File: src/rtl/cmult_pipe.sv
// Pipelined signed fixed-point complex multiplier, C = A*B or A*conj(B), with a
// 3-stage valid/ready pipeline, rounding and saturation. Optional ovf port: CMULT_OVF_EN.
module cmult_pipe #(
  parameter int N     = 16,
  parameter int SHIFT = N - 1
) (
  input  logic                clk,
  input  logic                reset,
  input  logic                in_valid,
  output logic                in_ready,
  input  logic                conj_b,
  input  logic signed [N-1:0] Ar,
  input  logic signed [N-1:0] Ai,
  input  logic signed [N-1:0] Br,
  input  logic signed [N-1:0] Bi,
  output logic                out_valid,
  input  logic                out_ready,
  output logic signed [N-1:0] Cr,
  output logic signed [N-1:0] Ci
`ifdef CMULT_OVF_EN
  ,
  output logic                ovf
`endif
);

  localparam int PW = 2 * N;
  localparam int SW = 2 * N + 2;  // 2N+1-bit sum plus headroom for the rounding add

  localparam logic signed [N-1:0]  MAX_N = {1'b0, {(N-1){1'b1}}};
  localparam logic signed [N-1:0]  MIN_N = {1'b1, {(N-1){1'b0}}};
  localparam logic signed [SW-1:0] MAX_W = SW'(MAX_N);
  localparam logic signed [SW-1:0] MIN_W = SW'(MIN_N);

  function automatic logic signed [N-1:0] sat(input logic signed [SW-1:0] v);
    if (v > MAX_W) return MAX_N;
    if (v < MIN_W) return MIN_N;
    return v[N-1:0];
  endfunction

  logic en;
  assign en       = !out_valid || out_ready;
  assign in_ready = en;

  // Stage 1: operands, with B optionally conjugated
  logic                v1;
  logic signed [N-1:0] ar1, ai1, br1, bi1;
  logic signed [N-1:0] bi_eff;

  // NOTE: combinational blocks use blocking '=' and assign a default first, so no latch is inferred.
  always_comb begin
    bi_eff = Bi;
    if (conj_b) bi_eff = (Bi == MIN_N) ? MAX_N : -Bi;
  end

  // Stage 2: partial products
  logic                 v2;
  logic signed [PW-1:0] p_rr, p_ii, p_ri, p_ir;

  // Stage 3 combinational: sums, rounding, shift
  logic signed [SW-1:0] re_sum, im_sum, re_sh, im_sh;
  assign re_sum = SW'(p_rr) - SW'(p_ii);
  assign im_sum = SW'(p_ri) + SW'(p_ir);

  generate
    if (SHIFT > 0) begin : g_round
      localparam logic signed [SW-1:0] HALF = SW'(1) <<< (SHIFT - 1);
      assign re_sh = (re_sum + HALF) >>> SHIFT;
      assign im_sh = (im_sum + HALF) >>> SHIFT;
    end else begin : g_noround
      assign re_sh = re_sum;
      assign im_sh = im_sum;
    end
  endgenerate

`ifdef CMULT_OVF_EN
  logic clip;
  assign clip = (re_sh > MAX_W) || (re_sh < MIN_W) || (im_sh > MAX_W) || (im_sh < MIN_W);
`endif

  // NOTE: datapath registers have no reset; their contents only matter when qualified by v1/v2.
  always_ff @(posedge clk) begin
    if (en) begin
      ar1  <= Ar;
      ai1  <= Ai;
      br1  <= Br;
      bi1  <= bi_eff;
      p_rr <= PW'(ar1) * PW'(br1);
      p_ii <= PW'(ai1) * PW'(bi1);
      p_ri <= PW'(ar1) * PW'(bi1);
      p_ir <= PW'(ai1) * PW'(br1);
    end
  end

  // NOTE: sequential state uses non-blocking '<=' so every stage samples pre-edge values.
  always_ff @(posedge clk or negedge reset) begin
    if (!reset) begin
      v1        <= 1'b0;
      v2        <= 1'b0;
      out_valid <= 1'b0;
      Cr        <= '0;
      Ci        <= '0;
`ifdef CMULT_OVF_EN
      ovf       <= 1'b0;
`endif
    end else if (en) begin
      v1        <= in_valid;
      v2        <= v1;
      out_valid <= v2;
      // Results only load with a real sample so the post-reset zeros survive bubbles
      if (v2) begin
        Cr  <= sat(re_sh);
        Ci  <= sat(im_sh);
`ifdef CMULT_OVF_EN
        ovf <= clip;
`endif
      end
    end
  end

endmodule

File: config.mk
export PLATFORM = sky130hd
export DESIGN_NAME = cmult_pipe
export DESIGN_NICKNAME = d
export VERILOG_FILES = /design/src/rtl/cmult_pipe.sv
export SDC_FILE = /design/constraint.sdc
export NUM_CORES = 2
export LEC_CHECK = 0
export BUFFER_PORTS_ARGS = -buffer_cell sky130_fd_sc_hd__buf_2
export CORE_MARGIN = 1
export CORE_UTILIZATION = 67
export DETAILED_ROUTE_END_ITERATION = 8
export PLACE_DENSITY = 0.84
export SLEW_MARGIN = 20
export SYNTH_ARGS = -nofsm -noshare
export SYNTH_HDL_FRONTEND = slang
export SYNTH_SLANG_ARGS = --single-unit
File: constraint.sdc
create_clock -name clk -period 10.7 [get_ports clk]
set_input_delay 1.605 -clock clk [delete_from_list [all_inputs] [get_ports clk]]
set_output_delay 1.605 -clock clk [all_outputs]
set_load 0.02 [all_outputs]
Word level (Yosys, flattened, before mapping)

Cells that the tools add are included.

Multipliers: 4
Multiplexer cells: 24
Eq/ne operators: 1
Reductions and logical operators: 3
Magnitude comparators: 4
Add/subtract/negate cells: 5

Operator list:

| cell                                                                   | number |
|---|---|
| 16-bit 2-to-1 mux                                                      | 10 |
| 16-bit by 16-bit multiplier with 32-bit output                         | 4 |
| 33-bit by 16-bit adder with 34-bit output, second input constant       | 2 |
| 19-bit by 16-bit > comparator with 1-bit output, second input constant | 2 |
| 19-bit by 16-bit < comparator with 1-bit output, second input constant | 2 |
| 32-bit by 32-bit adder with 33-bit output                              | 1 |
| 32-bit by 32-bit subtractor with 33-bit output                         | 1 |
| 16-bit == test, second input constant                                  | 1 |
| 16-bit negation                                                        | 1 |
| 1-bit 2-to-1 mux                                                       | 14 |
| 2-bit AND reduction                                                    | 1 |
| 1-bit logical NOT                                                      | 1 |
| 1-bit logical OR                                                       | 1 |

Input bits: 69
Register bits: 227
Output and inout bits: 34
Logic and storage cells: 54

Depth between registers and ports, before layout

Depth after elaboration: 11
Gate-level depth with buffers: 25
Gate-level depth less buffers: 24

Least setup slack after synthesis

No wires, ideal clock.

Kind: in2reg
Start point: input out_ready
End point: register Cr[12]
Setup time: 0.087 ns
Path slack: 0.594 ns
Data required time: 10.613 ns
Stages on the path: 9
Buffers on the path: 2
Data arrival time: 10.020 ns
Cell sequence: nand2b_1 -> clkbuf_1 -> nand2_1 -> nor4_1 -> and2_1 -> a211o_1 -> clkbuf_1 -> nand3_1 -> o211ai_1

Word-level cells in the longest chain between the ends: 2

RTL lines:

| item                          | RTL line | source |
|---|---|---|
| start: declaration            | 17       | `input logic out_ready,` |
| 1-bit logical OR              | 41       | `assign en = !out_valid \|\| out_ready;` |
| via in_ready                  | 10       | `output logic in_ready,` |
| 2-bit AND reduction (no line) | -        |  |
| end signal: assignment        | 111      | `Cr <= sat(re_sh);` |
| end: declaration              | 18       | `output logic signed [N-1:0] Cr,` |

The timed path passes the listed nets, and every way through them passes these cells.
A chain may end at the register's enable or synchronous reset.

Final worst setup path

Start point: register ar1[9]
End point: register p_ri[31] (data pin)

Word-level cells in the longest chain between the ends: 1

RTL lines:

| item                                           | RTL line | source |
|---|---|---|
| start: declaration                             | 46       | `logic signed [N-1:0] ar1, ai1, br1, bi1;` |
| start signal: assignment                       | 83       | `ar1 <= Ar;` |
| 16-bit by 16-bit multiplier with 32-bit output | 89       | `p_ri <= PW'(ar1) * PW'(bi1);` |
| end signal: assignment                         | 89       |  |
| end: declaration                               | 57       | `logic signed [PW-1:0] p_rr, p_ii, p_ri, p_ir;` |

Every way passes these cells.

==> results.toml <==
[die]
die_area_sq_mm = 0.0764
initial_core_util_pct = 67.8
die_x_um = 276
core_area_sq_mm = 0.0744
num_io_pins = 103
die_h_um = 276
rows = 100

[placed_design]
dp_hpwl_um = 92300
post_dp_cell_area_sq_mm = 0.0519
dp_cells = 6141
portBuffers = 102
gp_congestion = 0.935

[synthesis]
netlist_area_sq_mm = 0.0504
syn_avg_cell_area_sq_um = 9.69
netlist_top_cells_area = "fa_1, edfxtp_1, ha_1, inv_1, and2_1"
synth_ff_type = "edfxtp_1"
synthCells = 5208
yosys.area.top_type = "fa_1"
synth_edf_count = 192
ys_types = 77
synth_nets = 6778
ys_warn_count = 0
seq_area_frac_synth_pct = 13.2
ys_async_sr_fraction_pct = 15.4
synth_top_area_share_pct = 41.6
ys_ff_latch = 227

[critical_path]
r2r_start = "ar1[9]"
path_class = "flip-flop to flip-flop"
cp-start-kind = "flip-flop"
cp.arrival_ps = 7780
r2r_slack_ps = 3310
cp_max_fo = 17
reg2regPathDepth = 21
endpoint_kind = "flip-flop"
regToRegEndpoint = "p_ri[31]"
worst_ep_required_time_ps = 11090

[detailed_routing]
first_pass_iters = 7
totalWireLength_um = 123000
post_drt_wl_per_cell_um = 19.9
route.detailed.drc = 0
vias = 36200
via_per_inst = 5.84
antenna_left = 0
drtIter0Drc = 3072

[layout]
syn_to_final_growth_pct = 4.96
antenna_cells = 0
final_cells = 6197
layout.nets = 6774
fin_area_sq_mm = 0.0529
drive_gt1_share_pct = 4.88

[outcome]
status = "complete, no violations"

[sta]
tightest_slew_ps = 1060
post-route-min-period_ps = 7390
rsz0062_at_grt = "false"
max_freq_ghz = 0.135
setup_viol = 0
relSlewSlack_pct = 29.3
hold_viol = 0
drv_slew = 0
fin_setup_tns_ps = 0
fin_worst_skew_ps = 16.4
post-route-period-util_pct = 69.1

[grt]
grt_use_total_pct = 34.2
grt_max_degree = 150
overflow = 0
grt_pass1_vias = 40000
grt_pass1_wl_um = 205000
antenna_found_initial = 0

[clock_tree]
htreeDepth = 1
cts_resized = 0
cts.clk_slew.worst_paths_ps = 60
cts_sinks = 227
cts_made_buffers = 30
ctsHoldBuffers = 0
clock_path_buffers = 3
cts_tree = "built"
cts_root_buf = "clkbuf_16"
post_cts.repair.setup_buffers = 0
clk_latency_ps = 640

[job]
cap_violations = 0

[hold_path]
worstHoldEndpoint = "out_valid"
hp-class = "flip-flop to flip-flop"
min_path_cells = 1
min_from = "v2"
## placed cells by master (no fill, tap or decap), types with 7 or more instances in the layout
master     count
ha_1         453
nor2_1       156
xor2_1        50
nand3_1       35
nor2b_1       17
edfxtp_1     192
inv_1       1235
and3_1        18
a21oi_1       91
nand2_1      575
buf_4         69
o21bai_1      16
a221o_1       17
xnor2_1      133
o21a_1        22
a211oi_1      38
a31o_2         7
o31ai_1        9
o21ai_0       77
and2_1       494
dfrtp_1       35
a31oi_1       15
or3_1         14
nor3_1        25
o211ai_1      22
a21o_1        58
fa_1        1048
nand2b_1      35
buf_2        102
clkbuf_16     30
nand4_1        9
## layer usage
layer,part of all wire [%],track usage (%)
met5,0,0
met4,7.6,21.5
met3,9.9,7.01
met2,45,54.3
met1,37,43.3
## registers in the layout, summed over array words and instances (netlist names), 16 cells and up
signal	count
p_ii	32
p_ir	32
p_ri	32
p_rr	32
Ci	16
Cr	16
ai1	16
ar1	16
bi1	16
br1	16
## synth_stat cells (14+ instances only)
cell	count
inv_1	1235
fa_1	1048
nand2_1	575
and2_1	494
ha_1	453
clkbuf_1	198
edfxtp_1	192
nor2_1	156
xnor2_1	133
a21oi_1	91
o21ai_0	77
a21o_1	58
xor2_1	50
a211oi_1	38
nand2b_1	36
dfrtp_1	35
nand3_1	35
nor3_1	25
o211ai_1	22
o21a_1	22
and3_1	18
a221o_1	17
nor2b_1	17
o21bai_1	16
a31oi_1	15
or3_1	14
## worst max-delay path: stages, from the launching register on
cell and delay (ps):
edfxtp_1 800, buf_4 350, nand2_1 90, fa_1 470
fa_1 510, fa_1 520, inv_1 60, fa_1 490
fa_1 490, inv_1 50, fa_1 470, inv_1 40
ha_1 330, a211o_2 320, nor3_1 130, nand3_1 140
a311oi_1 470, a21oi_1 270, a311o_1 480, a211oi_1 380
a21oi_1 130, xnor2_1 150
## cell families (layout without fill, tap and decap cells)
logic type | Yosys count | count (layout) | share of synthesized area [%]
compound gates | 441 | 441 | 6.22
flops | 227 | 227 | 13.2
buf+inv | 1443 | 1463 | 10.7
simple gates | 1408 | 1408 | 13.8
mux | 5 | 5 | 0.104
fa+ha+maj | 1501 | 1501 | 52.8
xor+xnor | 183 | 183 | 3.18
## through the flow
stage               setup slack, ps  hold slack, ps  util, %
floorplan                       594             467        -
global placement               3570             485     69.7
detailed placement             3420             494     69.8
CTS                            3420             510     71.1
global route                   2950             528     71.1
finish                         3310             509     71.1
## worst max path at each step
stage               slack (ps)       from        to
global placement          3570     ar1[9]  p_ri[31]
detailed placement        3420     ar1[9]  p_ri[31]
global route              2950     ar1[9]  p_ri[31]
floorplan                  590  out_ready    Cr[12]
finish                    3310     ar1[9]  p_ri[31]
CTS                       3420     ar1[9]  p_ri[31]
## layout make-up
type / count / area [sq um]
fill: 5239 / 21500
clock buffer: 33 / 762
tap: 969 / 1210
multi-input combinational: 3538 / 38400
inverter: 1235 / 4640
timing repair buffer: 172 / 1050
sequential: 227 / 6640
clock inverter: 23 / 255
Power is left out: the tool's default activity adds up to more than one toggle a clock period on the data nets, which glitch-free logic cannot reach.
